===== config.mk =====
export PLATFORM = sky130hd
export DESIGN_NAME = uart_rx_axis
export DESIGN_NICKNAME = d
export VERILOG_FILES = /design/src/rtl/uart_rx_axis.sv
export SDC_FILE = /design/constraint.sdc
export NUM_CORES = 1
export LEC_CHECK = 0
export ABC_AREA = 1
export CAP_MARGIN = 20
export CORE_UTILIZATION = 46
export DETAILED_ROUTE_END_ITERATION = 10
export GPL_ROUTABILITY_DRIVEN = 0
export PLACE_DENSITY = 0.66
export SLEW_MARGIN = 5
export SYNTH_ARGS = -nofsm -noshare
export SYNTH_HDL_FRONTEND = slang
export SYNTH_SLANG_ARGS = --single-unit

===== constraint.sdc =====
create_clock -name clk -period 2.85 [get_ports clk]
set_input_delay 0.4275 -clock clk [delete_from_list [all_inputs] [get_ports clk]]
set_output_delay 0.4275 -clock clk [all_outputs]
set_load 0.05 [all_outputs]

===== src/rtl/uart_rx_axis.sv =====
// uart_rx_axis: UART receiver that turns an asynchronous 8N1-style serial line into an
// AXI-Stream byte source with a single output register. The line cannot be stalled.
// When a word completes while the output register is still occupied, the new word is
// dropped and overrun pulses. A low stop bit pulses frame_err.
//
// Ports:
//   clk            system clock
//   arstn          asynchronous active-low reset
//   rxd            serial input, idle high, asynchronous to clk
//   m_axis_tdata   received word (DATA_WIDTH bits, first received bit in bit 0)
//   m_axis_tvalid  word valid
//   m_axis_tready  downstream ready
//   frame_err      one-cycle pulse: stop bit sampled low, word discarded
//   overrun        one-cycle pulse: completed word dropped, output register occupied
module uart_rx_axis #(
    parameter int unsigned CLK_FREQ   = 100000000,
    parameter int unsigned BAUD       = 115200,
    parameter int unsigned DATA_WIDTH = 8
) (
    input  logic                  clk,
    input  logic                  arstn,
    input  logic                  rxd,
    output logic [DATA_WIDTH-1:0] m_axis_tdata,
    output logic                  m_axis_tvalid,
    input  logic                  m_axis_tready,
    output logic                  frame_err,
    output logic                  overrun
);

    localparam int unsigned CLKS_PER_BIT = (CLK_FREQ + BAUD / 2) / BAUD;
    localparam int unsigned CNT_W        = $clog2(CLKS_PER_BIT);
    localparam int unsigned BIT_W        = $clog2(DATA_WIDTH);

    localparam logic [CNT_W-1:0] CNT_LAST = CNT_W'(CLKS_PER_BIT - 1);
    // START lasts half a bit so that every later sample lands mid-bit.
    localparam logic [CNT_W-1:0] CNT_HALF = CNT_W'(CLKS_PER_BIT / 2 - 1);
    localparam logic [BIT_W-1:0] BIT_LAST = BIT_W'(DATA_WIDTH - 1);

    if (CLKS_PER_BIT < 4) begin : g_cpb_check
        $error("uart_rx_axis: CLKS_PER_BIT must be at least 4");
    end
    if (DATA_WIDTH < 5 || DATA_WIDTH > 9) begin : g_dw_check
        $error("uart_rx_axis: DATA_WIDTH must be in 5..9");
    end

    typedef enum logic [2:0] {
        StIdle,
        StStart,
        StData,
        StStop,
        StBreak
    } state_e;

    // Synchroniser and FSM state
    logic                  r_sync1;
    logic                  r_sync2;
    logic                  w_rx_s;
    state_e                r_state;
    state_e                w_state_nxt;

    // Datapath registers
    logic [CNT_W-1:0]      r_clk_cnt;
    logic [BIT_W-1:0]      r_bit_idx;
    logic [DATA_WIDTH-1:0] r_shift;
    logic [DATA_WIDTH-1:0] r_tdata;
    logic                  r_tvalid;
    logic                  r_frame_err;
    logic                  r_overrun;

    // Decoded FSM outputs
    logic                  w_cnt_run;
    logic                  w_data_sample;
    logic                  w_stop_sample;
    logic                  w_deliver;
    logic                  w_load;
    logic                  w_ovr;
    logic                  w_ferr;

    // 2-FF synchroniser; resets to the idle line level.
    always_ff @(posedge clk or negedge arstn) begin
        if (!arstn) begin
            r_sync1 <= 1'b1;
            r_sync2 <= 1'b1;
        end else begin
            r_sync1 <= rxd;
            r_sync2 <= r_sync1;
        end
    end

    assign w_rx_s = r_sync2;

    // FSM: state register
    always_ff @(posedge clk or negedge arstn) begin
        if (!arstn) begin
            r_state <= StIdle;
        end else begin
            r_state <= w_state_nxt;
        end
    end

    // FSM: next-state logic
    always_comb begin
        w_state_nxt = r_state;
        unique case (r_state)
            StIdle: begin
                if (!w_rx_s) begin
                    w_state_nxt = StStart;
                end
            end
            StStart: begin
                if (r_clk_cnt == CNT_HALF) begin
                    w_state_nxt = w_rx_s ? StIdle : StData;
                end
            end
            StData: begin
                if (r_clk_cnt == CNT_LAST && r_bit_idx == BIT_LAST) begin
                    w_state_nxt = StStop;
                end
            end
            StStop: begin
                if (r_clk_cnt == CNT_LAST) begin
                    w_state_nxt = w_rx_s ? StIdle : StBreak;
                end
            end
            StBreak: begin
                // Stay here while the line is low so a break is never taken as a start bit.
                if (w_rx_s) begin
                    w_state_nxt = StIdle;
                end
            end
            default: begin
                w_state_nxt = StIdle;
            end
        endcase
    end

    // FSM: output decode
    always_comb begin
        w_cnt_run     = 1'b0;
        w_data_sample = 1'b0;
        w_stop_sample = 1'b0;
        unique case (r_state)
            StStart: begin
                w_cnt_run = 1'b1;
            end
            StData: begin
                w_cnt_run     = 1'b1;
                w_data_sample = (r_clk_cnt == CNT_LAST);
            end
            StStop: begin
                w_cnt_run     = 1'b1;
                w_stop_sample = (r_clk_cnt == CNT_LAST);
            end
            default: begin
                w_cnt_run = 1'b0;
            end
        endcase

        w_deliver = w_stop_sample && w_rx_s;
        w_ferr    = w_stop_sample && !w_rx_s;
        // A word in the output register that is being accepted this cycle frees the slot.
        w_load    = w_deliver && (!r_tvalid || m_axis_tready);
        w_ovr     = w_deliver && r_tvalid && !m_axis_tready;
    end

    // Clock counter: reloads on every state change and after each data sample.
    always_ff @(posedge clk or negedge arstn) begin
        if (!arstn) begin
            r_clk_cnt <= '0;
        end else if (w_state_nxt != r_state || w_data_sample || !w_cnt_run) begin
            r_clk_cnt <= '0;
        end else begin
            r_clk_cnt <= r_clk_cnt + CNT_W'(1);
        end
    end

    // Bit index and shift register
    always_ff @(posedge clk or negedge arstn) begin
        if (!arstn) begin
            r_bit_idx <= '0;
            r_shift   <= '0;
        end else if (r_state == StStart) begin
            r_bit_idx <= '0;
        end else if (w_data_sample) begin
            r_shift[r_bit_idx] <= w_rx_s;
            r_bit_idx          <= r_bit_idx + BIT_W'(1);
        end
    end

    // Output register and status pulses
    always_ff @(posedge clk or negedge arstn) begin
        if (!arstn) begin
            r_tdata     <= '0;
            r_tvalid    <= 1'b0;
            r_frame_err <= 1'b0;
            r_overrun   <= 1'b0;
        end else begin
            r_frame_err <= w_ferr;
            r_overrun   <= w_ovr;
            if (w_load) begin
                r_tdata  <= r_shift;
                r_tvalid <= 1'b1;
            end else if (m_axis_tready) begin
                r_tvalid <= 1'b0;
            end
        end
    end

    assign m_axis_tdata  = r_tdata;
    assign m_axis_tvalid = r_tvalid;
    assign frame_err     = r_frame_err;
    assign overrun       = r_overrun;

endmodule


==> impl_metrics.toml <==
[global_routing]
grt_pass1_vias = 1390
grt_max_degree = 38
grt_pass1_wl_um = 6090
gr-usage-all-layers_pct = 19.5
antenna_found_initial = 0
overflow = 0

[setup_path]
crit_required_ns = 2.42
cp_slowest_cell = "clkdlybuf4s50_1"
cp_data_arrival_time_ns = 1.45
endpoint_kind = "output pin"
cp.depth = 1
start_kind = "flop"
path_buf_inv = 1
worst-r2r-cell-count = 8
path_class = "flop to output pin"
cpPeakStageDelay_ns = 0.80
path_cells = "clkdlybuf4s50_1"
critPathTopFamily = "buffers and inverters"
path_max_fanout = 2

[floorplan]
start_util_pct = 48.7
core_um2 = 3690
die_x_um = 64.5
die_h_um = 64.5
ios = 15
rows = 22
die-area_um2 = 4160

[cts]
cts_resized = 0
cts_sinks = 37
cts_setup_buffers = 0
cts_buffer_depth = 2
cts-root-buf = "clkbuf_8"
cts_tree = "yes"
clkSlewWorstSetupHoldPaths_ns = 0.07
cts_buffers = 5
cts_hold_buf = 0
clkLatencyLatePin_ns = 0.29
cts-htree-levels = 2

[cells_and_area]
antenna_cells = 0
final_core_util_pct = 57.7
fillers = 358
drive_above_1_share_pct = 15.2
nets = 231
layout_commonest_cell = "nand2_1"
final_cell_mix = "nand2_1 (46), dfrtp_1 (35), nor2_1 (33)"
area_growth_pct = 18.6

[synthesis]
yosysSeqAreaShare_pct = 51.7
ys_ff_latch = 37
synth.area.top_cells = "dfrtp_1 (49%), nand2_1 (9.6%), nor2_1 (6.9%)"
synth_top_area_cell = "dfrtp_1"
synth-edff-count = 0
synth_flop_cell = "dfrtp_1"
synth_fp_nets = 211
yosysUniqueCellTypes = 27
syn_inst = 203
synth_top_area_share_pct = 48.8
avgSynthCellArea_um2 = 8.84
yosysWarnings = 0
synthArstFlopShare_pct = 100
synth_area_um2 = 1800

[timing]
layout_min_cycle_time_ns = 1.87
fin_setup_tns_ns = 0
rsz0062_at_grt = "false"
fin_crit_sh_pct = 65.8
slew_headroom_pct = 67.3
worstMarginPinSlew_ns = 0.490
finalMaxSlewViolations = 0
setup_viol = 0
skew_ns = 0.00744
fmax_mhz = 534
hold_viol = 0

[route]
ant_nets = 0
drc = 0
drt_iter0_markers = 56
routed_wirelength_um = 3310
vias = 1344
routedWlPerCell_um = 12.2
routed_via_density = 4.94
dr.pass1.iters = 4

[run]
maxCapViolations = 0

[power]
irDropWorstVdd_mv = 0.252
p_per_area_nw_per_um2 = 509
power.leakage_nw = 1.00

[run_status]
status = "complete, no violations"

[worst_hold_path]
whs_path_depth = 0
min_path_type = "flop to flop"

[place]
dp_hpwl_um = 2440
port_buffers = 14
==> logic make-up (layout without fill, tap and decap cells) <==
family / after synthesis / after routing / synth area share [%]
buffers and inverters: 18 / 39 / 3.76
and+or+nand+nor: 117 / 117 / 31.9
adders and majority gates: 4 / 4 / 2.79
DFF: 37 / 37 / 51.7
AOI/OAI and AO/OA: 19 / 19 / 5.92
xor gates and xnor gates: 8 / 8 / 3.90
==> per-stage QoR <==
stage | hold WS (ns) | setup slack, ns | instances | cell area, um2 | power [mW]
2_1_floorplan | 0.132 | 1.32 | 203 | 1800 | 0.542
3_3_place_gp | 0.346 | 1.16 | 264 | 2000 | 0.558
3_5_place_dp | 0.348 | 1.12 | 264 | 2000 | 0.558
4_1_cts | 0.359 | 0.963 | 272 | 2130 | 1.10
5_1_grt | 0.361 | 0.922 | 272 | 2130 | 1.12
6_report | 0.358 | 0.976 | 272 | 2130 | 1.08
==> metal layers <==
metal	GRT usage (%)	up-vias	part of all wire [%]
met3	5.28	5	3.4
met2	32.4	20	48
met4	8.33	0	1.9
met5	0	-	0
met1	23.7	628	47
li1	-	691	-
==> synthesized netlist by cell type (3+ instances only) <==
library cell,n
a21oi_1,5
nand3_1,16
nor2_2,6
nor2_4,3
nor2_1,33
dfrtp_1,35
xor2_1,7
o21ai_0,9
nand3_2,4
nand2_2,3
ha_1,4
nand2_1,46
inv_1,14
==> power by group <==
part	switching [mW]	internal (mW)
registers	0.000684	0.527
logic	0.0141	0.00505
clock network	0.190	0.348
total	0.204	0.880
==> final timing paths <==
| kind | startpoint | end | slack [ns] |
|---|---|---|---|
| setup reg to reg | r_clk_cnt[0] | m_axis_tdata[6] | 1.10 |
| max in group asynchronous | arstn | r_sync1 | 1.94 |
| hold / removal | r_sync1 | r_sync2 | 0.36 |
| hold reg to reg | r_sync1 | r_sync2 | 0.36 |
| setup / recovery | m_axis_tdata[7] | m_axis_tdata[7] | 0.98 |
| min in group asynchronous | arstn | m_axis_tdata[0] | 0.55 |
==> state kept, by name, summed over array words and instances (netlist names) <==
name,flops
frame_err,1
m_axis_tdata,8
m_axis_tvalid,1
overrun,1
r_bit_idx,3
r_clk_cnt,10
r_shift,8
r_state,3
r_sync1,1
r_sync2,1
==> area by class of cell <==
cell class | count | area (um2) | share of cell area, %
clock buffer | 5 | 68.8 | 3.23
sequential | 37 | 928 | 43.6
tap | 48 | 60.1 | 2.82
multi-input combinational | 148 | 800 | 37.5
inverter | 16 | 60.1 | 2.82
timing repair buffer | 15 | 148 | 6.93
clock inverter | 3 | 65.1 | 3.06
No activity file was read; power rests on OpenSTA's default activity.
